### config.mk
export PLATFORM = sky130hd
export DESIGN_NAME = vcve2_vrf_seq_flat
export DESIGN_NICKNAME = d
export VERILOG_FILES = /design/src/rtl/vcve2_vrf_seq_if.sv /design/src/rtl/vcve2_vrf_seq.sv /design/src/flat_wrapper.sv
export SDC_FILE = /design/constraint.sdc
export NUM_CORES = 1
export LEC_CHECK = 0
export CAP_MARGIN = 40
export CORE_ASPECT_RATIO = 0.75
export CORE_MARGIN = 2
export CORE_UTILIZATION = 36
export CTS_CLUSTER_DIAMETER = 50
export DETAILED_ROUTE_END_ITERATION = 6
export PLACE_DENSITY = 0.76
export SYNTH_ARGS = -nofsm -noshare
export SYNTH_HDL_FRONTEND = slang
export SYNTH_SLANG_ARGS = --single-unit
### constraint.sdc
create_clock -name clk_i -period 3.6 [get_ports clk_i]
set_input_delay 0.72 -clock clk_i [delete_from_list [all_inputs] [get_ports clk_i]]
set_output_delay 0.72 -clock clk_i [all_outputs]
set_load 0.01 [all_outputs]
### src/rtl/vcve2_vrf_seq_if.sv
// rtl/vcve2_vrf_seq_if.sv - VRF memory request/response bundle for the vector sequencer
interface vcve2_vrf_seq_if #(
  parameter int AddrWidth = 32
);
  logic                 mem_req_o;
  logic                 mem_we_o;
  logic [AddrWidth-1:0] mem_addr_o;
  logic [31:0]          mem_wdata_o;
  logic                 mem_gnt_i;
  logic                 mem_rvalid_i;
  logic [31:0]          mem_rdata_i;

  modport master (
    output mem_req_o, mem_we_o, mem_addr_o, mem_wdata_o,
    input  mem_gnt_i, mem_rvalid_i, mem_rdata_i
  );

  modport slave (
    input  mem_req_o, mem_we_o, mem_addr_o, mem_wdata_o,
    output mem_gnt_i, mem_rvalid_i, mem_rdata_i
  );
endinterface

### src/rtl/vcve2_vrf_seq.sv
// rtl/vcve2_vrf_seq.sv - word-serial vector op sequencer: read vs1/vs2, run ALU, write vd
module vcve2_vrf_seq #(
  parameter int AddrWidth = 32,
  parameter int VlenWords = 4
) (
  input  logic                 clk_i,
  input  logic                 rst_i,
  input  logic                 start_i,
  input  logic                 use_rs1_i,
  input  logic                 use_rs2_i,
  output logic                 busy_o,
  output logic                 done_o,
  output logic                 agu_load_o,
  output logic                 agu_get_rs1_o,
  output logic                 agu_get_rs2_o,
  output logic                 agu_get_rd_o,
  output logic                 agu_incr_o,
  input  logic [AddrWidth-1:0] agu_addr_i,
  output logic [31:0]          alu_op_a_o,
  output logic [31:0]          alu_op_b_o,
  output logic                 alu_valid_o,
  input  logic [31:0]          alu_result_i,
  vcve2_vrf_seq_if.master      bus
);

  typedef enum logic [3:0] {
    IDLE, LOAD, RD1, WT1, RD2, WT2, EXEC, WR, DONE
  } state_e;

  localparam logic [3:0] LastWord = 4'(VlenWords - 1);

  state_e     state, nxt, first_src;
  logic [3:0] word_cnt;
  logic       use_rs1, use_rs2;

  assign bus.mem_addr_o = agu_addr_i;
  assign agu_incr_o     = bus.mem_req_o & bus.mem_gnt_i;

  // Entry point of every word, shared by LOAD and the WR loop-back.
  always_comb begin
    first_src = EXEC;
    if (use_rs1)      first_src = RD1;
    else if (use_rs2) first_src = RD2;
  end

  always_comb begin
    nxt = state;
    unique case (state)
      IDLE: if (start_i) nxt = LOAD;
      LOAD: nxt = first_src;
      RD1:  if (bus.mem_gnt_i) nxt = WT1;
      WT1:  if (bus.mem_rvalid_i) nxt = use_rs2 ? RD2 : EXEC;
      RD2:  if (bus.mem_gnt_i) nxt = WT2;
      WT2:  if (bus.mem_rvalid_i) nxt = EXEC;
      EXEC: nxt = WR;
      WR:   if (bus.mem_gnt_i) nxt = (word_cnt == LastWord) ? DONE : first_src;
      DONE: nxt = IDLE;
      default: nxt = IDLE;
    endcase
  end

  // Control outputs are decoded from the next state so they are flops, not gates.
  always_ff @(posedge clk_i or posedge rst_i) begin
    if (rst_i) begin
      state           <= IDLE;
      word_cnt        <= 4'd0;
      use_rs1         <= 1'b0;
      use_rs2         <= 1'b0;
      busy_o          <= 1'b0;
      done_o          <= 1'b0;
      agu_load_o      <= 1'b0;
      agu_get_rs1_o   <= 1'b0;
      agu_get_rs2_o   <= 1'b0;
      agu_get_rd_o    <= 1'b0;
      alu_valid_o     <= 1'b0;
      alu_op_a_o      <= 32'd0;
      alu_op_b_o      <= 32'd0;
      bus.mem_req_o   <= 1'b0;
      bus.mem_we_o    <= 1'b0;
      bus.mem_wdata_o <= 32'd0;
    end else begin
      state         <= nxt;
      busy_o        <= (nxt != IDLE);
      done_o        <= (nxt == DONE);
      agu_load_o    <= (nxt == LOAD);
      agu_get_rs1_o <= (nxt == RD1) || (nxt == WT1);
      agu_get_rs2_o <= (nxt == RD2) || (nxt == WT2);
      agu_get_rd_o  <= (nxt == WR);
      alu_valid_o   <= (nxt == EXEC);
      bus.mem_req_o <= (nxt == RD1) || (nxt == RD2) || (nxt == WR);
      bus.mem_we_o  <= (nxt == WR);
      case (state)
        IDLE: if (start_i) begin
          use_rs1  <= use_rs1_i;
          use_rs2  <= use_rs2_i;
          word_cnt <= 4'd0;
        end
        WT1:  if (bus.mem_rvalid_i) alu_op_a_o <= bus.mem_rdata_i;
        WT2:  if (bus.mem_rvalid_i) alu_op_b_o <= bus.mem_rdata_i;
        EXEC: bus.mem_wdata_o <= alu_result_i;
        WR:   if (bus.mem_gnt_i) word_cnt <= word_cnt + 4'd1;
        default: ;
      endcase
    end
  end

endmodule

### src/flat_wrapper.sv
// flat-port wrapper written by rule: the top's interface ports become plain ports
module vcve2_vrf_seq_flat 
#(
  parameter int AddrWidth = 32,
  parameter int VlenWords = 4
)
  (clk_i, rst_i, start_i, use_rs1_i, use_rs2_i, busy_o, done_o, agu_load_o, agu_get_rs1_o, agu_get_rs2_o, agu_get_rd_o, agu_incr_o, agu_addr_i, alu_op_a_o, alu_op_b_o, alu_valid_o, alu_result_i, bus_mem_req_o, bus_mem_we_o, bus_mem_addr_o, bus_mem_wdata_o, bus_mem_gnt_i, bus_mem_rvalid_i, bus_mem_rdata_i);
  vcve2_vrf_seq_if #(.AddrWidth(AddrWidth)) bus_i ();
  input  logic clk_i;
  input  logic rst_i;
  input  logic start_i;
  input  logic use_rs1_i;
  input  logic use_rs2_i;
  output logic busy_o;
  output logic done_o;
  output logic agu_load_o;
  output logic agu_get_rs1_o;
  output logic agu_get_rs2_o;
  output logic agu_get_rd_o;
  output logic agu_incr_o;
  input  logic [AddrWidth-1:0] agu_addr_i;
  output logic [31:0] alu_op_a_o;
  output logic [31:0] alu_op_b_o;
  output logic alu_valid_o;
  input  logic [31:0] alu_result_i;
  output wire logic [$bits(bus_i.mem_req_o)-1:0] bus_mem_req_o;
  output wire logic [$bits(bus_i.mem_we_o)-1:0] bus_mem_we_o;
  output wire logic [$bits(bus_i.mem_addr_o)-1:0] bus_mem_addr_o;
  output wire logic [$bits(bus_i.mem_wdata_o)-1:0] bus_mem_wdata_o;
  input wire logic [$bits(bus_i.mem_gnt_i)-1:0] bus_mem_gnt_i;
  input wire logic [$bits(bus_i.mem_rvalid_i)-1:0] bus_mem_rvalid_i;
  input wire logic [$bits(bus_i.mem_rdata_i)-1:0] bus_mem_rdata_i;
  assign bus_mem_req_o = bus_i.mem_req_o;
  assign bus_mem_we_o = bus_i.mem_we_o;
  assign bus_mem_addr_o = bus_i.mem_addr_o;
  assign bus_mem_wdata_o = bus_i.mem_wdata_o;
  assign bus_i.mem_gnt_i = bus_mem_gnt_i;
  assign bus_i.mem_rvalid_i = bus_mem_rvalid_i;
  assign bus_i.mem_rdata_i = bus_mem_rdata_i;
  vcve2_vrf_seq #(.AddrWidth(AddrWidth), .VlenWords(VlenWords)) u_core (.clk_i(clk_i), .rst_i(rst_i), .start_i(start_i), .use_rs1_i(use_rs1_i), .use_rs2_i(use_rs2_i), .busy_o(busy_o), .done_o(done_o), .agu_load_o(agu_load_o), .agu_get_rs1_o(agu_get_rs1_o), .agu_get_rs2_o(agu_get_rs2_o), .agu_get_rd_o(agu_get_rd_o), .agu_incr_o(agu_incr_o), .agu_addr_i(agu_addr_i), .alu_op_a_o(alu_op_a_o), .alu_op_b_o(alu_op_b_o), .alu_valid_o(alu_valid_o), .alu_result_i(alu_result_i), .bus(bus_i));
endmodule
==> results.sh <==
export IMPL_yosysUniqueCellTypes=40
export IMPL_grt_remaining_overflow=0
export IMPL_initial_core_util_pct=37.4
export IMPL_cts_buffer_depth=2
export IMPL_yosysSeqAreaShare_pct=61.3
export IMPL_finalSetupViolations=0
export IMPL_critPathLaunchType="input port"
export IMPL_place_ws_ns=0.690
export IMPL_syn_area_per_cell_um2=14.8
export IMPL_synth_top_area_cell="dfrtp_1"
export IMPL_cts_tree="done"
export IMPL_die_y_um=103
export IMPL_boundaryPins=241
export IMPL_vias_per_cell=4.69
export IMPL_wl_per_cell_um=16.5
export IMPL_cts_sinks=114
export IMPL_cts_resized=0
export IMPL_min_period_ns=2.74
export IMPL_hold_path_end="u_core.alu_op_b_o[25]"
export IMPL_r2r_end="u_core.busy_o"
export IMPL_syn_num_nets=419
export IMPL_path_max_fanout=7
export IMPL_cts_root_buf="clkbuf_16"
export IMPL_whs_path_depth=1
export IMPL_syn_to_final_growth_pct=51.2
export IMPL_hp_class="reg2reg"
export IMPL_io_buffer_count=176
export IMPL_netlist_area_leader_share_pct=61.3
export IMPL_netlist_area_um2=4660
export IMPL_drtIter0Drc=113
export IMPL_grt_setup_unrepaired="false"
export IMPL_path_common_cell="clkdlybuf4s50_1"
export IMPL_drive_gt1_share_pct=27.3
export IMPL_vias=3047
export IMPL_fmax_mhz=365
export IMPL_finalSetupTns_ns=0
export IMPL_postSynthCellCount=315
export IMPL_synth_edf_count=0
export IMPL_seq_area_um2=2850
export IMPL_numCtsBuffers=17
export IMPL_tightest_slew_ns=0.571
export IMPL_clk_pin_slew_ns=0.05
export IMPL_die_x_um=135
export IMPL_hold_buffers=0
export IMPL_slowest_delay_ns=0.60
export IMPL_diodes=0
export IMPL_grt_max_degree=53
export IMPL_rows=35
export IMPL_grt_pass1_vias=3264
export IMPL_setup_ws_ns=0.859
export IMPL_worst_r2r_setup_slack_ns=1.33
export IMPL_first_pass_iters=4
export IMPL_critPathBufInv=2
export IMPL_leakage_nw=3.02
export IMPL_antenna_found_initial=0
export IMPL_fin_nets=574
export IMPL_ys_flop_type="dfrtp_1"
export IMPL_worstSetupEndpointType="output pin"
export IMPL_hp_start="u_core.alu_op_b_o[25]"
export IMPL_finalHoldViolations=0
export IMPL_grt_pass1_wl_um=16900
export IMPL_cts_setup_buffers=0
export IMPL_cp_slowest_cell="clkdlybuf4s50_1"
export IMPL_path_class="in2out"
export IMPL_ir_drop_mv=0.464
export IMPL_maxSlewViolCount=0
export IMPL_finalCritPeriodShare_pct=76.1
export IMPL_p_per_area_nw_per_um2=936
export IMPL_rr_worst_depth=6
export IMPL_clock_latency_ns=0.40
export IMPL_yosysWarnings=0
export IMPL_max_cap_viol_count=0
export IMPL_drc=0
export IMPL_worstPathCellList="clkdlybuf4s50_1 > and2_1 > clkdlybuf4s50_1"
export IMPL_place_congestion=0.770
export IMPL_power_mw=6.59
export IMPL_grt_usage_pct=16.1
export IMPL_synth_seq_cells=114
export IMPL_nFillCells=995
export IMPL_status="complete, no violations"
export IMPL_clock_skew_ns=0.00716
export IMPL_ant_nets=0
export IMPL_regToRegStartpoint="u_core.word_cnt[0]"
export IMPL_cp_data_arrival_time_ns=2.02
export IMPL_worstPathRequired_ns=2.88
export IMPL_core_um2=12400
export IMPL_critPathTopFamily="buffers and inverters"
export IMPL_slew_headroom_pct=61.9
export IMPL_dieArea_um2=13900
export IMPL_synth_area_leaders="dfrtp_1 61%, mux2_2 20%, buf_4 5.5%, mux2_1 3.4%, nor2_1 0.73%"
export IMPL_dp_hpwl_um=7740
export IMPL_htree_levels=4
export IMPL_synth_async_reset_ratio_pct=100
export IMPL_multi_input_area_um2=1490
export IMPL_wirelength_um=10700
[placed cells by master (no fill, tap or decap), types with 2 or more instances in the layout]
cell type,n
inv_2,2
nor3_1,3
xor2_1,2
nor2_1,8
bufinv_16,4
nand3b_1,3
inv_1,2
dfrtp_1,114
buf_12,2
clkbuf_8,4
clkdlybuf4s50_1,176
clkbuf_1,2
o21ai_0,2
buf_4,4
mux2_1,14
clkinvlp_4,2
and2_1,2
clkbuf_16,17
a21oi_1,2
mux2_2,84
clkinv_2,3
nand2_1,5
[cell usage after synthesis, types with 2 or more instances]
master,count
and2_1,2
o21ai_0,2
buf_2,5
dfrtp_1,114
nand2_1,5
buf_4,34
clkbuf_1,7
nor2_1,9
xor2_1,2
inv_1,3
mux2_2,84
mux2_1,14
nand3b_1,3
nor3_1,3
inv_2,2
a21oi_1,2
[metal layers]
layer / wire [um] / GRT usage [%] / vias up
li1: - / - / 1381
met1: 4390 / 18.5 / 1502
met2: 5020 / 26.0 / 152
met3: 1230 / 8.90 / 12
met4: 93 / 5.45 / 0
met5: 0 / 0 / -
[kinds of logic (layout without fill, tap and decap cells)]
family | after synthesis | count (layout) | share of synthesized area [%]
simple gates | 35 | 35 | 4.76
buf+inv | 51 | 219 | 6.99
mux | 98 | 98 | 23.7
xor+xnor | 3 | 3 | 0.564
compound gates | 13 | 13 | 2.47
flops | 114 | 114 | 61.3
fa+ha+maj | 1 | 1 | 0.269
[flip-flops by register name, indices dropped and copies added (netlist names)]
signal                  flops
u_core.bus.mem_wdata_o     32
u_core.alu_op_b_o          32
u_core.done_o               1
u_core.bus.mem_we_o         1
u_core.agu_get_rs2_o        1
u_core.use_rs2              1
u_core.agu_load_o           1
u_core.bus.mem_req_o        1
u_core.busy_o               1
u_core.agu_get_rs1_o        1
u_core.use_rs1              1
u_core.alu_op_a_o          32
u_core.alu_valid_o          1
u_core.word_cnt             4
u_core.state                4
[power breakdown]
part	switching [mW]	leakage [nW]	total (mW)	internal, mW
Clock	0.558	0.313	1.79	1.23
Sequential	0.355	1.41	2.23	1.87
Combinational	0.973	1.29	2.57	1.60
[worst max-delay path by stage]
stage	start	slack [ns]	cells after the start	to
after floorplan	u_core.word_cnt[0]	1.47	6	u_core.busy_o
after global placement	bus_mem_rvalid_i	0.78	5	u_core.alu_op_a_o[4]
after detailed placement	bus_mem_rvalid_i	0.69	5	u_core.alu_op_a_o[8]
after CTS	bus_mem_gnt_i	0.87	3	agu_incr_o
after global routing	bus_mem_gnt_i	0.79	3	agu_incr_o
final	bus_mem_gnt_i	0.86	3	agu_incr_o
[per-stage QoR]
| stage | cells | area, um^2 | hold WS, ns | util, % |
|---|---|---|---|---|
| after floorplan | 315 | 4660 | 0.486 | - |
| after global placement | 617 | 6400 | 0.467 | 51.5 |
| after detailed placement | 617 | 6400 | 0.479 | 51.5 |
| after CTS | 649 | 7040 | 0.492 | 56.6 |
| after global routing | 649 | 7040 | 0.499 | 56.6 |
| final | 649 | 7040 | 0.486 | 56.6 |
[layout make-up]
type	count	share of cell area [%]
multi-input combinational	150	21.1
clock inverter	9	2.15
timing repair buffer	182	26.0
inverter	5	0.320
sequential	114	40.5
clock buffer	23	6.93
tap	166	2.95
Power figures use the tool's default switching activity.
